### config.mk
export PLATFORM = sky130hd
export DESIGN_NAME = gfe_pivot_cell
export DESIGN_NICKNAME = d
export VERILOG_FILES = /design/src/rtl/gfe_pkg.sv /design/src/rtl/gfe_inv_seq.sv /design/src/rtl/gfe_pivot_cell.sv
export SDC_FILE = /design/constraint.sdc
export NUM_CORES = 1
export LEC_CHECK = 0
export ABC_CLOCK_PERIOD_IN_PS = 11380
export BUFFER_PORTS_ARGS = -buffer_cell sky130_fd_sc_hd__buf_4
export CELL_PAD_IN_SITES_DETAIL_PLACEMENT = 2
export CELL_PAD_IN_SITES_GLOBAL_PLACEMENT = 2
export CORE_MARGIN = 2
export CORE_UTILIZATION = 43
export CTS_BUF_LIST = sky130_fd_sc_hd__clkbuf_8
export DETAILED_ROUTE_END_ITERATION = 6
export PLACE_DENSITY = 0.95
export SLEW_MARGIN = 0
export SYNTH_ARGS = -nofsm -noshare
export SYNTH_HDL_FRONTEND = slang
export SYNTH_HIERARCHICAL = 1
export SYNTH_SLANG_ARGS = --single-unit
export TNS_END_PERCENT = 50
### constraint.sdc
create_clock -name clk -period 11.38 [get_ports clk]
set_clock_uncertainty 0.1 [all_clocks]
set_input_delay 0.569 -clock clk [delete_from_list [all_inputs] [get_ports clk]]
set_output_delay 0.569 -clock clk [all_outputs]
set_load 0.02 [all_outputs]
### src/rtl/gfe_pkg.sv
// Shared definitions for the GF(2^m) Gaussian-elimination array.
// Contains the op encodings, the default reduction polynomial and the pivot-cell states.
package gfe_pkg;

   localparam logic [12:0] POLY_DEFAULT = 13'h001B;

   localparam logic [1:0] OP_PASS = 2'b00;
   localparam logic [1:0] OP_SWAP = 2'b01;
   localparam logic [1:0] OP_ELIM = 2'b10;
   localparam logic [1:0] OP_NORM = 2'b11;

   typedef enum logic [1:0] {
      ST_SEARCH = 2'b00,
      ST_INVERT = 2'b01,
      ST_ELIM   = 2'b10
   } state_e;

endpackage

### src/rtl/gfe_inv_seq.sv
// Iterative GF(2^m) inverter: computes a^(2^m-2) using one square-multiply step per cycle.
// done_o is raised in the last busy cycle, and inv_o carries the final squaring in that cycle.
module gfe_inv_seq
   import gfe_pkg::*;
#(
   parameter int unsigned      WIDTH = 13,
   parameter logic [WIDTH-1:0] POLY  = POLY_DEFAULT
) (
   input  logic             clk,
   input  logic             rst_n,
   input  logic             start_i,
   input  logic [WIDTH-1:0] a_i,
   output logic             busy_o,
   output logic             done_o,
   output logic [WIDTH-1:0] inv_o
);

   localparam int unsigned     CW   = $clog2(WIDTH);
   localparam logic [CW-1:0]   ITER = CW'(WIDTH - 2);

   function automatic logic [WIDTH-1:0] gf_mul(input logic [WIDTH-1:0] x, input logic [WIDTH-1:0] y);
      logic [WIDTH-1:0] p;
      logic [WIDTH-1:0] t;
      p = {WIDTH{1'b0}};
      t = x;
      for (int i = 0; i < WIDTH; i++) begin
         if (y[i]) begin
            p = p ^ t;
         end
         if (t[WIDTH-1]) begin
            t = {t[WIDTH-2:0], 1'b0} ^ POLY;
         end else begin
            t = {t[WIDTH-2:0], 1'b0};
         end
      end
      return p;
   endfunction

   function automatic logic [WIDTH-1:0] gf_sq(input logic [WIDTH-1:0] x);
      return gf_mul(x, x);
   endfunction

   logic [WIDTH-1:0] acc_q, acc_d;
   logic [WIDTH-1:0] a_q, a_d;
   logic [CW-1:0]    cnt_q, cnt_d;
   logic             busy_q, busy_d;
   logic [WIDTH-1:0] sq_s;
   logic [WIDTH-1:0] step_s;

   assign sq_s   = gf_sq(acc_q);
   assign step_s = gf_mul(sq_s, a_q);
   assign done_o = busy_q && (cnt_q == {CW{1'b0}});
   assign busy_o = busy_q;
   assign inv_o  = sq_s;

   // Iteration control: load on start, square-multiply while counting down, release on done.
   always_comb begin
      acc_d  = acc_q;
      a_d    = a_q;
      cnt_d  = cnt_q;
      busy_d = busy_q;
      if (start_i) begin
         acc_d  = a_i;
         a_d    = a_i;
         cnt_d  = ITER;
         busy_d = 1'b1;
      end else if (done_o) begin
         busy_d = 1'b0;
      end else if (busy_q) begin
         acc_d = step_s;
         cnt_d = cnt_q - {{(CW-1){1'b0}}, 1'b1};
      end else begin
         busy_d = 1'b0;
      end
   end

   // Inverter state registers.
   always_ff @(posedge clk or negedge rst_n) begin
      if (!rst_n) begin
         acc_q  <= {WIDTH{1'b0}};
         a_q    <= {WIDTH{1'b0}};
         cnt_q  <= {CW{1'b0}};
         busy_q <= 1'b0;
      end else begin
         acc_q  <= acc_d;
         a_q    <= a_d;
         cnt_q  <= cnt_d;
         busy_q <= busy_d;
      end
   end

endmodule

### src/rtl/gfe_pivot_cell.sv
// Row-head pivot cell: finds the pivot in its column, inverts it and issues the
// pass / normalize / eliminate op stream for the downstream processor_B cells.
module gfe_pivot_cell
   import gfe_pkg::*;
#(
   parameter int unsigned      WIDTH = 13,
   parameter logic [WIDTH-1:0] POLY  = POLY_DEFAULT
) (
   input  logic             clk,
   input  logic             rst_n,
   input  logic             in_valid,
   output logic             in_ready,
   input  logic             start_in,
   input  logic [WIDTH-1:0] data_in,
   output logic             out_valid,
   output logic [1:0]       op_out,
   output logic [WIDTH-1:0] fac_out,
   output logic             start_out,
   output logic [WIDTH-1:0] data_out
);

   state_e           state_q, state_d;
   logic             accept_s, eff_search_s, inv_start_s;
   logic             inv_busy_s, inv_done_s;
   logic [WIDTH-1:0] inv_s;

   logic             pend_vld_q, pend_vld_d;
   logic [1:0]       pend_op_q, pend_op_d;
   logic [WIDTH-1:0] pend_fac_q, pend_fac_d;
   logic             pend_st_q, pend_st_d;
   logic             piv_st_q, piv_st_d;

   logic             out_valid_q, out_valid_d;
   logic [1:0]       op_q, op_d;
   logic [WIDTH-1:0] fac_q, fac_d;
   logic             st_q, st_d;
   logic [WIDTH-1:0] data_q, data_d;

   gfe_inv_seq #(
      .WIDTH (WIDTH),
      .POLY  (POLY)
   ) u_inv (
      .clk     (clk),
      .rst_n   (rst_n),
      .start_i (inv_start_s),
      .a_i     (data_in),
      .busy_o  (inv_busy_s),
      .done_o  (inv_done_s),
      .inv_o   (inv_s)
   );

   assign in_ready  = ~inv_busy_s;
   assign out_valid = out_valid_q;
   assign op_out    = op_q;
   assign fac_out   = fac_q;
   assign start_out = st_q;
   assign data_out  = data_q;

   // State register.
   always_ff @(posedge clk or negedge rst_n) begin
      if (!rst_n) begin
         state_q <= ST_SEARCH;
      end else begin
         state_q <= state_d;
      end
   end

   // Next state; start_in on an accepted element always re-enters the search.
   always_comb begin
      state_d = state_q;
      case (state_q)
         ST_SEARCH, ST_ELIM: begin
            if (inv_start_s) begin
               state_d = ST_INVERT;
            end else if (accept_s && start_in) begin
               state_d = ST_SEARCH;
            end else begin
               state_d = state_q;
            end
         end
         ST_INVERT: begin
            if (inv_done_s) begin
               state_d = ST_ELIM;
            end else begin
               state_d = ST_INVERT;
            end
         end
         default: state_d = ST_SEARCH;
      endcase
   end

   // Per-element decode: a nonzero element seen while searching becomes the pivot.
   always_comb begin
      accept_s     = in_valid && !inv_busy_s;
      eff_search_s = start_in || (state_q == ST_SEARCH);
      inv_start_s  = accept_s && eff_search_s && (data_in != {WIDTH{1'b0}});
      pend_vld_d   = accept_s && !inv_start_s;
      pend_st_d    = start_in;
      if (eff_search_s) begin
         pend_op_d  = OP_PASS;
         pend_fac_d = {WIDTH{1'b0}};
      end else begin
         pend_op_d  = OP_ELIM;
         pend_fac_d = data_in;
      end
      if (inv_start_s) begin
         piv_st_d = start_in;
      end else begin
         piv_st_d = piv_st_q;
      end
   end

   // Output selection; the pivot column is always cleared, so data_out stays zero.
   always_comb begin
      out_valid_d = 1'b0;
      op_d        = op_q;
      fac_d       = fac_q;
      st_d        = st_q;
      data_d      = {WIDTH{1'b0}};
      if (inv_done_s) begin
         out_valid_d = 1'b1;
         op_d        = OP_NORM;
         fac_d       = inv_s;
         st_d        = piv_st_q;
      end else if (pend_vld_q) begin
         out_valid_d = 1'b1;
         op_d        = pend_op_q;
         fac_d       = pend_fac_q;
         st_d        = pend_st_q;
      end else begin
         out_valid_d = 1'b0;
      end
   end

   // Pending element stage and output registers.
   always_ff @(posedge clk or negedge rst_n) begin
      if (!rst_n) begin
         pend_vld_q  <= 1'b0;
         pend_op_q   <= OP_PASS;
         pend_fac_q  <= {WIDTH{1'b0}};
         pend_st_q   <= 1'b0;
         piv_st_q    <= 1'b0;
         out_valid_q <= 1'b0;
         op_q        <= OP_PASS;
         fac_q       <= {WIDTH{1'b0}};
         st_q        <= 1'b0;
         data_q      <= {WIDTH{1'b0}};
      end else begin
         pend_vld_q  <= pend_vld_d;
         pend_op_q   <= pend_op_d;
         pend_fac_q  <= pend_fac_d;
         pend_st_q   <= pend_st_d;
         piv_st_q    <= piv_st_d;
         out_valid_q <= out_valid_d;
         op_q        <= op_d;
         fac_q       <= fac_d;
         st_q        <= st_d;
         data_q      <= data_d;
      end
   end

endmodule
# Yosys cells after proc, flatten, opt, wreduce, memory -nomap -nowiden
# Index checks and enable logic that the tools add are counted.
dict set report totals {
  register_bits 68
  inputBits 17
  out_inout_bits 31
  word_cells 157
}
dict set report classes {
  addsub 1
  n_eq_ne 4
  muxes 73
  bitwise_logic 49
  reduce_logical 16
}
# operator n
set op_table {}
lappend op_table {{13-bit 2-to-1 mux} 32}
lappend op_table {{13-bit bitwise XOR} 24}
lappend op_table {{5-bit 2-to-1 mux} 24}
lappend op_table {{4-bit NOT} 24}
lappend op_table {{13-bit nonzero test} 1}
lappend op_table {{2-bit 2-to-1 mux} 6}
lappend op_table {{4-bit 2-to-1 mux} 3}
lappend op_table {{1-bit 2-to-1 mux} 7}
lappend op_table {{1-bit logical AND} 6}
lappend op_table {{4-bit logical NOT} 1}
lappend op_table {{2-bit case mux with 2 select lines} 1}
lappend op_table {{2-bit nonzero test} 2}
lappend op_table {{4-bit by 1-bit subtractor with 4-bit output, second input constant} 1}
lappend op_table {{3-bit != test, second input constant} 1}
lappend op_table {{2-bit by 1-bit equality test with 1-bit output, second input constant} 1}
lappend op_table {{2-bit equality test, second input constant} 1}
lappend op_table {{1-bit logical NOT} 2}
lappend op_table {{2-bit logical NOT} 1}
lappend op_table {{2-bit != test, second input constant} 1}
lappend op_table {{2-bit AND reduction} 1}
lappend op_table {{2-bit OR reduction} 1}
lappend op_table {{1-bit logical OR} 1}
lappend op_table {{1-bit NOT} 1}

# Logic depth before layout (Yosys ltp)
# Gate-level depths: netlist (run 1).
dict set report depth {
  word_depth 55
  ltp_mapped 17
  ltp_nobuf 14
}

# By module
# The synthesis (run 1) kept the hierarchy.
# module n_inst cells_per_inst area_per_inst_um2 seq_area_each_um2
set by_module_without_submodules {}
lappend by_module_without_submodules {gfe_inv_seq 1 769 6403.6 775.7}
lappend by_module_without_submodules {gfe_pivot_cell 1 139 1559.0 900.9}

# Worst setup path after synthesis (run 1)
# Ideal clock, no wire load.
dict set report synth_timing {
  kind {register to register}
  start {reg u_inv.acc_q[12]}
  end {reg u_inv.acc_q[6]}
  setup_ns 0.122
  t_arrival_ns 3.754
  required_ns 11.158
  slack_ns 7.404
  stages_incl_launch_ff 17
  n_path_buf 2
  period_less_slack_ns 3.976
  path_cell_list {dfrtp_1 ha_1 buf_4 xor2_1 nand2_1 xnor3_1 xnor2_4 xnor3_2 xor2_2 buf_4 nand2_1 xnor2_1 xnor3_1 xnor2_1 xnor3_1 nand2_1 a21oi_1}
}
dict set report synth_via {
  elab_cells_between_ends 87
  cone_classes {mux: 47; bitwise: 40}
}
# item line_no
set synth_rtl {}
lappend synth_rtl {{from (decl)} gfe_inv_seq.sv:43} ;# logic [WIDTH-1:0] acc_q, acc_d;
lappend synth_rtl {{from (signal assigned)} gfe_inv_seq.sv:80} ;# acc_q <= {WIDTH{1'b0}};
lappend synth_rtl {{5-bit 2-to-1 mux} gfe_inv_seq.sv:30} ;# if (t[WIDTH-1]) begin
lappend synth_rtl {{13-bit bitwise XOR or 4-bit NOT (tied branches)} -}
lappend synth_rtl {{13-bit 2-to-1 mux or 5-bit 2-to-1 mux (tied branches)} {gfe_inv_seq.sv:27, gfe_inv_seq.sv:30}}
lappend synth_rtl {{13-bit bitwise XOR} gfe_inv_seq.sv:28} ;# p = p ^ t;
lappend synth_rtl {{13-bit 2-to-1 mux} gfe_inv_seq.sv:27} ;# if (y[i]) begin
lappend synth_rtl {{13-bit bitwise XOR} gfe_inv_seq.sv:28}
lappend synth_rtl {{13-bit 2-to-1 mux} gfe_inv_seq.sv:27}
lappend synth_rtl {{13-bit bitwise XOR} gfe_inv_seq.sv:28}
lappend synth_rtl {{[3 not listed]} -}
lappend synth_rtl {{via inv_s[11]} gfe_pivot_cell.sv:25} ;# logic [WIDTH-1:0] inv_s;
lappend synth_rtl {{[14 not listed]} -}
lappend synth_rtl {{13-bit 2-to-1 mux (*)} gfe_inv_seq.sv:27}
lappend synth_rtl {{13-bit bitwise XOR} gfe_inv_seq.sv:28}
lappend synth_rtl {{13-bit 2-to-1 mux (*)} gfe_inv_seq.sv:27}
lappend synth_rtl {{13-bit bitwise XOR} gfe_inv_seq.sv:28}
lappend synth_rtl {{13-bit 2-to-1 mux (*)} gfe_inv_seq.sv:27}
lappend synth_rtl {{13-bit 2-to-1 mux (*)} gfe_inv_seq.sv:69} ;# end else if (busy_q) begin
lappend synth_rtl {{13-bit 2-to-1 mux (*)} gfe_inv_seq.sv:67} ;# end else if (done_o) begin
lappend synth_rtl {{13-bit 2-to-1 mux (*)} gfe_inv_seq.sv:62} ;# if (start_i) begin
# Mark *: on every way through the listed nets, which the timed path passes. The rest lies on a longest branch. The select of a mux whose other input is x is not followed.
# A chain may end at the register's enable or synchronous reset.

# Worst setup path in the final report (run 1)
dict set report layout_timing {
  start {reg u_inv.acc_q[0]}
  end {reg u_inv.acc_q[4]}
}
dict set report layout_via {
  elab_cells_between_ends 84
  cone_classes {mux: 45; bitwise: 39}
}
# item line_no
set layout_rtl {}
lappend layout_rtl {{13-bit 2-to-1 mux} gfe_inv_seq.sv:27}
lappend layout_rtl {{13-bit bitwise XOR} gfe_inv_seq.sv:28}
lappend layout_rtl {{13-bit 2-to-1 mux} gfe_inv_seq.sv:27}
lappend layout_rtl {{13-bit bitwise XOR} gfe_inv_seq.sv:28}
lappend layout_rtl {{13-bit 2-to-1 mux} gfe_inv_seq.sv:27}
lappend layout_rtl {{13-bit bitwise XOR} gfe_inv_seq.sv:28}
lappend layout_rtl {{13-bit 2-to-1 mux} gfe_inv_seq.sv:27}
lappend layout_rtl {{13-bit bitwise XOR} gfe_inv_seq.sv:28}
lappend layout_rtl {{[17 not listed]} -}
lappend layout_rtl {{via inv_s[11]} gfe_pivot_cell.sv:25}
lappend layout_rtl {{[18 not listed]} -}
lappend layout_rtl {{13-bit 2-to-1 mux} gfe_inv_seq.sv:27}
lappend layout_rtl {{13-bit bitwise XOR} gfe_inv_seq.sv:28}
lappend layout_rtl {{13-bit 2-to-1 mux} gfe_inv_seq.sv:27}
lappend layout_rtl {{13-bit bitwise XOR} gfe_inv_seq.sv:28}
lappend layout_rtl {{13-bit 2-to-1 mux (*)} gfe_inv_seq.sv:27}
lappend layout_rtl {{13-bit 2-to-1 mux (*)} gfe_inv_seq.sv:69}
lappend layout_rtl {{13-bit 2-to-1 mux (*)} gfe_inv_seq.sv:67}
lappend layout_rtl {{13-bit 2-to-1 mux (*)} gfe_inv_seq.sv:62}
# Marked as above.

==> flow_metrics.tcl, run 1 <==
set metrics [dict create \
    status "complete, no violations" \
    cts_root_buf "clkbuf_8" \
    maxCapViolations 0 \
    rsz0062_at_grt "false" \
    grt_pass1_wl_mm 51.5 \
    syn_avg_cell_area_sq_um 8.77 \
    wire_per_inst_um 30.4 \
    tightest_slew_ns 1.15 \
    crit_path_start "u_inv/acc_q[0]" \
    drt_iter0_markers 568 \
    start_util_pct 44.0 \
    post_cts_buffers 0 \
    num_vias 6900 \
    hold_buffers 0 \
    final_common_cell "nand2_1" \
    cts_made_buffers 9 \
    cts_sinks 67 \
    clk_pin_slew_worst_paths_ns 0.11 \
    crit_type "reg2reg" \
    die_h_um 140 \
    max_freq_ghz 0.169 \
    clockBufferDepth 2 \
    finalCriticalPeriod_ns 5.92 \
    track_usage_pct 35.3 \
    layout.core_utilization_pct 45.9 \
    dp.final_hpwl_mm 21.2 \
    finalNetCount 912 \
    diodes 0 \
    post_cts_resized 0 \
    synth_flop_cell "dfrtp_1" \
    die_w_um 140 \
    overflow 0 \
    area_growth_pct 4.32 \
    ios 48 \
    row_count 49 \
    hold_class "in2async" \
    place.gp.congestion 0.828 \
    worstSetupEndpointType "flop" \
    slew_headroom_pct 23.2 \
    finalCritPeriodShare_pct 52.0 \
    synthCells 908 \
    drv_slew 0 \
    r2r_setup_slack_ns 5.46 \
    hold_viol 0 \
    antenna_found_initial 2 \
    drt.antenna.violating_nets 0 \
    insertion_delay_ns 0.39 \
    r2r-start "u_inv/acc_q[0]" \
    port_buffers 34 \
    layout-drive-gt1-share_pct 14.0 \
    synth_edf_count 0 \
    core_area_sq_um 18100 \
    final_cells 1126 \
    arrival_ns 6.07 \
    synth_cell_types 69 \
    drcViolationCount 0 \
    grt_pass1_vias 7950 \
    drt-pass1-iter-count 5 \
    syn-cell-area_sq_um 7960 \
    setup_viol 0 \
    synth_seq_area_share_pct 21.1 \
    layout_common_cells "202 x nand2_1, 181 x xnor2_1, 67 x dfrtp_1" \
    yosys_register_bits 67 \
    synthArstFlopShare_pct 100 \
    fin_setup_tns_ns 0 \
    crit_path_start_kind "flop" \
    grt_max_degree 68 \
    critPathRequiredTime_ns 11.54 \
    dp_cells 1110 \
    avgViaCountPerCell 6.13 \
    cts_tree "done" \
    yosysWarnings 6 \
    die-area_sq_um 19600 \
    htreeDepth 3 \
    path_max_fanout 12 \
    route.final.wire_length_mm 34.3 \
]
## final cells by class
cell class / count / area [sq um]
sequential: 67 / 1680
tap: 229 / 287
clock buffer: 9 / 124
timing repair buffer: 42 / 315
multi-input combinational: 752 / 5730
inverter: 20 / 75.1
clock inverter: 7 / 98.8
fill: 1942 / 9780
## metal layers
layer	vias up	track usage, %	wire length [um]
met5	-	0	27
met4	4	21.1	2320
met3	172	6.53	2100
met2	399	62.8	17100
met1	3495	39.4	12700
li1	2830	-	-
## metrics by stage
stage	hold WS (ns)	area, sq um	setup WS (ns)
after CTS	0.231	8310	5.47
final	0.232	8310	5.46
after floorplan	0.173	8010	7.40
after global placement	0.358	8080	6.11
after detailed placement	0.406	8080	5.82
after global routing	0.232	8310	5.30
## sequential cells by signal, indices dropped and copies added (netlist names), 2 cells and up
name / flops
u_inv/a_q: 13
fac_out: 13
u_inv/acc_q: 13
pend_fac_q: 13
op_out: 2
state_q: 2
u_inv/cnt_q: 4
## path summary, 6_finish.rpt
kind	depth (start not counted)	end
max	14	u_inv/acc_q[4]
min	1	u_inv/a_q[6]
max reg2reg	14	u_inv/acc_q[4]
min reg2reg	2	start_out
max in group asynchronous	1	u_inv/acc_q[5]
min in group clk	1	pend_st_q
## cells by family (layout without fill, tap and decap cells)
group | count (synthesis) | after routing | synth area share [%]
AO/OA/AOI/OAI | 96 | 96 | 7.48
buffers and inverters | 101 | 78 | 7.68
adder cells (fa/ha/maj) | 3 | 3 | 0.471
multiplexers | 49 | 49 | 6.36
flip-flops | 67 | 67 | 21.1
other | 1 | 13 | 0.0471
XOR/XNOR | 285 | 285 | 40.0
AND/OR/NAND/NOR | 306 | 306 | 16.9
## synthesized netlist by cell type (15+ instances only)
cell type | n | area share, %
nand2_1 | 202 | 9.5
xnor2_1 | 181 | 20
dfrtp_1 | 67 | 21
xor2_1 | 48 | 5.3
mux2i_1 | 36 | 4.5
nor2_1 | 30 | 1.4
o21ai_0 | 29 | 1.8
a21oi_1 | 27 | 1.7
clkbuf_1 | 25 | 1.2
xnor3_1 | 24 | 6.8
buf_4 | 23 | 2.2
inv_1 | 16 | 0.75
buf_2 | 15 | 0.94
## worst max-delay path, cell delays in order (launching register included)
cell,delay (ns)
dfrtp_1,0.59
ha_1,0.69
xor2_1,0.21
nand2_1,0.11
xnor3_1,0.50
xnor2_4,0.49
xnor3_2,0.69
xor2_2,0.72
xor2_1,0.27
xnor2_1,0.31
mux2i_1,0.13
a21oi_1,0.32
xnor3_1,0.42
nand2_1,0.14
a21oi_2,0.07
Power of run 1 is not shown: default switching activity piles up to over one toggle a cycle in this logic, so the estimate is an artifact.
==> run 2: changes to the inputs <==
Settings changed: ABC_CLOCK_PERIOD_IN_PS 11380 to 6200, CORE_UTILIZATION 43 to 40, PLACE_DENSITY 0.95 to 0.92.
Clock period 11.38 ns to 6.2 ns, I/O delays scaled along.
==> run 2 against run 1 <==
- utilization fell by 2.6 points
- routed wire length fell by 14%
- hold slack got worse by 0.15 ns
- cell count rose by 4.4%
- largest cell class unchanged
- critical path type unchanged
- sequential cell count did not move
- clock-buffer cell count did not move
- critical path depth did not move
- sequential share of layout area fell by 0.37 points
- die area rose by 7.3%
==> flow_metrics.tcl, run 2 (synthesis results as in run 1) <==
set metrics [dict create \
    grt_pass1_wl_mm 44.5 \
    insertion_delay_ns 0.38 \
    layout.area.seq_sq_um 1680 \
    post_cts_resized 0 \
    hold_class "in2reg" \
    path_max_fanout 15 \
    drv_slew 0 \
    fin_hold_ws_ns 0.0815 \
    crit_type "reg2reg" \
    grt_max_degree 68 \
    arrival_ns 5.67 \
    hold_depth 2 \
    post_cts_buffers 0 \
    drt.antenna.violating_nets 0 \
    status "complete, no violations" \
    crit_path_start_kind "flop" \
    start_util_pct 40.8 \
    htreeDepth 3 \
    cts_root_buf "clkbuf_8" \
    cts_sinks 67 \
    num_vias 6505 \
    cp_cell_sequence "ha_1 > xnor3_1 > nor2_1 > xnor2_1 > xor2_2 > xor2_2 > nand2_1 > xnor2_1 > xnor2_1 > xnor2_1 > xnor2_1 > xnor2_1 > o21ai_1 > mux2_2" \
    drt_iter0_markers 315 \
    port_buffers 34 \
    core_area_sq_um 19500 \
    layout_common_cells "202 x nand2_1, 181 x xnor2_1, 67 x dfrtp_1" \
    finalCritPeriodShare_pct 89.0 \
    wire_per_inst_um 25.0 \
    grt_pass1_vias 7269 \
    avgViaCountPerCell 5.53 \
    antenna_found_initial 0 \
    critPathRequiredTime_ns 6.36 \
    track_usage_pct 27.5 \
    cpPeakStageDelay_ns 0.96 \
    finalNetCount 926 \
    diodes 0 \
    ff2ff_path_depth 14 \
    cpMostUsedCell "xnor2_1" \
    row_count 51 \
    die_h_um 145 \
    overflow 0 \
    die-area_sq_um 21100 \
    hold_viol 0 \
    tightest_slew_ns 1.24 \
    layout.core_utilization_pct 43.3 \
    finalCriticalPeriod_ns 5.52 \
    rsz0062_at_grt "false" \
    setup_viol 0 \
    cp_slowest_cell "xor2_2" \
    fillers 2153 \
    worstSetupEndpointType "flop" \
    slew_headroom_pct 16.6 \
    maxCapViolations 0 \
    die_w_um 145 \
    clk_pin_slew_worst_paths_ns 0.09 \
    drt-pass1-iter-count 6 \
    max_freq_ghz 0.181 \
    final_common_cell "nand2_1" \
    fin_setup_tns_ns 0 \
    ios 48 \
    area_growth_pct 6.29 \
    multi_input_area_sq_um 5730 \
    place.gp.congestion 0.831 \
    dp.final_hpwl_mm 21.2 \
    cts_tree "done" \
    route.final.wire_length_mm 29.4 \
    cts_made_buffers 9 \
    layout-drive-gt1-share_pct 15.3 \
    clockBufferDepth 2 \
    drcViolationCount 0 \
]
==> run 2: cell types whose count changed in the layout (fill, tap and decap cells not counted) <==
cell	before	now
clkinv_2	0	1
inv_6	3	1
dlygate4sd3_1	0	2
inv_1	17	16
clkinv_4	1	3
buf_4	42	54
==> run 2: final cells by class <==
| cell class | instances | share of cell area [%] |
|---|---|---|
| clock inverters | 7 | 1.18 |
| multi-input cells | 752 | 67.7 |
| repair buffers | 56 | 5.03 |
| inverters | 20 | 0.887 |
| well taps | 265 | 3.92 |
| clock buffers | 9 | 1.46 |
| flip-flops and latches | 67 | 19.8 |
==> run 2: repair_timing <==
item	CTS	global route
setup endpoints to repair	0	0
hold endpoints to repair	68	0
hold buffers	2	0
==> run 2: worst paths after layout <==
check / endpoint / slack (ns) / from
worst max-delay path: u_inv/acc_q[11] / 0.68 / u_inv/acc_q[0]
worst min-delay path: pend_fac_q[10] / 0.08 / data_in[10]
worst max register to register: u_inv/acc_q[11] / 0.68 / u_inv/acc_q[0]
worst min register to register: op_out[1] / 0.41 / pend_op_q[1]
max in group asynchronous: u_inv/acc_q[10] / 4.91 / rst_n
min in group asynchronous: u_inv/a_q[5] / 0.52 / rst_n
==> run 2: metrics by stage <==
stage,instance area (sq um),std cells,setup slack [ns]
floorplan,8010,920,2.22
global placement,8220,1158,1.09
detailed placement,8220,1158,0.784
CTS,8460,1176,0.728
global route,8460,1176,0.508
finish,8460,1176,0.685
==> run 2: per-layer routing <==
layer  GRT usage [%]  up-vias  routed length (um)
met2            50.9      228               15300
li1                -     2859                   -
met4            12.1        0                1200
met1            31.5     3339               11700
met5               0        -                   0
met3            3.99       79                1200
==> run 2: worst max-delay path: cells and delay by family, from the launching register on <==
family | cells | cell delay (ns)
compound gates | 1 | 0.10
simple gates | 2 | 0.29
fa+ha+maj | 1 | 0.55
flops | 1 | 0.54
xor+xnor | 9 | 3.46
mux | 1 | 0.33
Power of run 2 is left out for the same reason.
==> run 3: changes to the inputs <==
Settings changed: ABC_CLOCK_PERIOD_IN_PS 6200 to 5040, CORE_UTILIZATION 40 to 36, PLACE_DENSITY 0.92 to 0.88.
Clock period 6.2 ns to 5.04 ns, I/O delays scaled along.
==> run 3 against run 2 <==
- worst setup slack worse by 0.50 ns
- routed wire length is 2.2% higher
- die area is 11% higher
- cell area is 2.2% higher
- sequential share of layout area is 0.40 points lower
- first-iteration DRC count is 64% higher
- clock-buffer cell count is 2 higher
- maximum frequency is 14% higher
- critical endpoint is now u_inv/acc_q[6]
- utilization is 3.6 points lower
- critical path depth is 2 higher
- largest cell class unchanged
- cell count is 2.6% higher
- global-route usage is 1.8 points lower
==> flow_metrics.tcl, run 3 (synthesis results as in run 1) <==
set metrics [dict create \
    cp_top_family "XOR/XNOR gates" \
    wire_per_inst_um 24.9 \
    tightest_slew_ns 1.02 \
    antenna_found_initial 0 \
    hold_viol 0 \
    route.final.wire_length_mm 30.0 \
    clockBufferDepth 2 \
    path_buf_inv 2 \
    start_util_pct 36.6 \
    finalNetCount 942 \
    place.gp.congestion 0.858 \
    final_cell_area_sq_um 8650 \
    finalCriticalPeriod_ns 4.86 \
    finalCritPeriodShare_pct 96.4 \
    layout-drive-gt1-share_pct 16.8 \
    dp_cells 1189 \
    critPathRequiredTime_ns 5.17 \
    drv_slew 0 \
    cts_made_buffers 9 \
    max_freq_ghz 0.206 \
    placed_area_sq_um 8360 \
    final_cells 1207 \
    slew_headroom_pct 31.4 \
    cpPeakStageDelay_ns 0.62 \
    avgViaCountPerCell 5.49 \
    track_usage_pct 25.8 \
    cts_root_buf "clkbuf_8" \
    core_area_sq_um 21800 \
    drt-pass1-iter-count 5 \
    cts_tree "done" \
    r2r_setup_slack_ns 0.18 \
    post_cts_buffers 0 \
    arrival_ns 4.99 \
    grt_pass1_wl_mm 46.3 \
    port_buffers 34 \
    maxCapViolations 0 \
    cp_slowest_cell "ha_1" \
    die_w_um 153 \
    area_growth_pct 8.58 \
    dp.final_hpwl_mm 21.1 \
    die-area_sq_um 23300 \
    insertion_delay_ns 0.36 \
    die_h_um 153 \
    num_vias 6630 \
    clk_pin_slew_worst_paths_ns 0.08 \
    layout_common_cells "202 x nand2_1, 181 x xnor2_1, 70 x buf_4" \
    layout.area.seq_sq_um 1680 \
    crit_type "reg2reg" \
    row_count 54 \
    status "complete, no violations" \
    grt_pass1_vias 7632 \
    grt_max_degree 68 \
    cts_sinks 67 \
    overflow 0 \
    cp_cell_sequence "ha_1 > xor2_1 > nand2_1 > xnor3_1 > xnor2_4 > buf_4 > xor2_2 > buf_4 > nand2_1 > xor2_1 > xnor2_1 > xnor3_1 > xnor2_1 > xnor3_1 > nand2_1 > a21oi_1" \
    worstSetupEndpointType "flop" \
    drt.antenna.violating_nets 0 \
    final_common_cell "nand2_1" \
    fillers 2404 \
    path_max_fanout 10 \
    crit_path_start_kind "flop" \
    diodes 0 \
    setup_viol 0 \
    ios 48 \
    hold_class "in2reg" \
    htreeDepth 3 \
    rsz0062_at_grt "false" \
    drcViolationCount 0 \
    multi_input_area_sq_um 5770 \
    drt_iter0_markers 516 \
]
run 3: cell types whose count changed in the layout (fill, tap and decap cells not counted), sizes merged:
cell and change:
clkinv -3, clkbuf +2, clkinvlp +1, buf +16
run 3: final timing paths:
check,startpoint,end,cells after the start
worst max-delay path,u_inv/acc_q[12],u_inv/acc_q[6],16
worst min-delay path,data_in[10],pend_fac_q[10],2
worst max register to register,u_inv/acc_q[12],u_inv/acc_q[6],16
worst min register to register,op_out[0],op_out[0],1
max in group asynchronous,rst_n,u_inv/acc_q[11],2
min in group asynchronous,rst_n,u_inv/a_q[8],2
run 3: stage by stage:
stage | setup WS (ns) | util (%) | TNS (ns) | hold slack [ns]
after floorplan | 1.06 | - | 0 | -0.144
after global placement | 0.306 | 38.4 | 0 | 0.296
after detailed placement | -0.0601 | 38.4 | -0.0601 | 0.298
after CTS | 0.122 | 39.6 | 0 | 0.0374
after global routing | 0.0122 | 39.7 | 0 | 0.0529
final | 0.183 | 39.7 | 0 | 0.0489
run 3: layout make-up:
class,instances,area share [%]
Multi-Input combinational cell,752,66.7
Sequential cell,67,19.4
Timing Repair Buffer,72,6.31
Tap cell,280,4.05
Clock buffer,11,1.75
Clock inverter,5,0.883
Inverter,20,0.868
run 3: routing by layer:
metal	vias to the layer above	wire (um)	global-route usage [%]
met5	-	0	0
met4	0	1300	11.3
met3	81	1190	3.24
met2	222	15300	46.9
met1	3433	12200	30.3
li1	2894	-	-
run 3: what timing repair did:
action / in CTS / in global routing
endpoints found under the setup margin: 1 / 6
hold endpoints to repair: 68 / 0
pin swaps: 0 / 0
hold buffers: 2 / 0
resized for setup: 1 / 3
Power of run 3 is left out for the same reason.
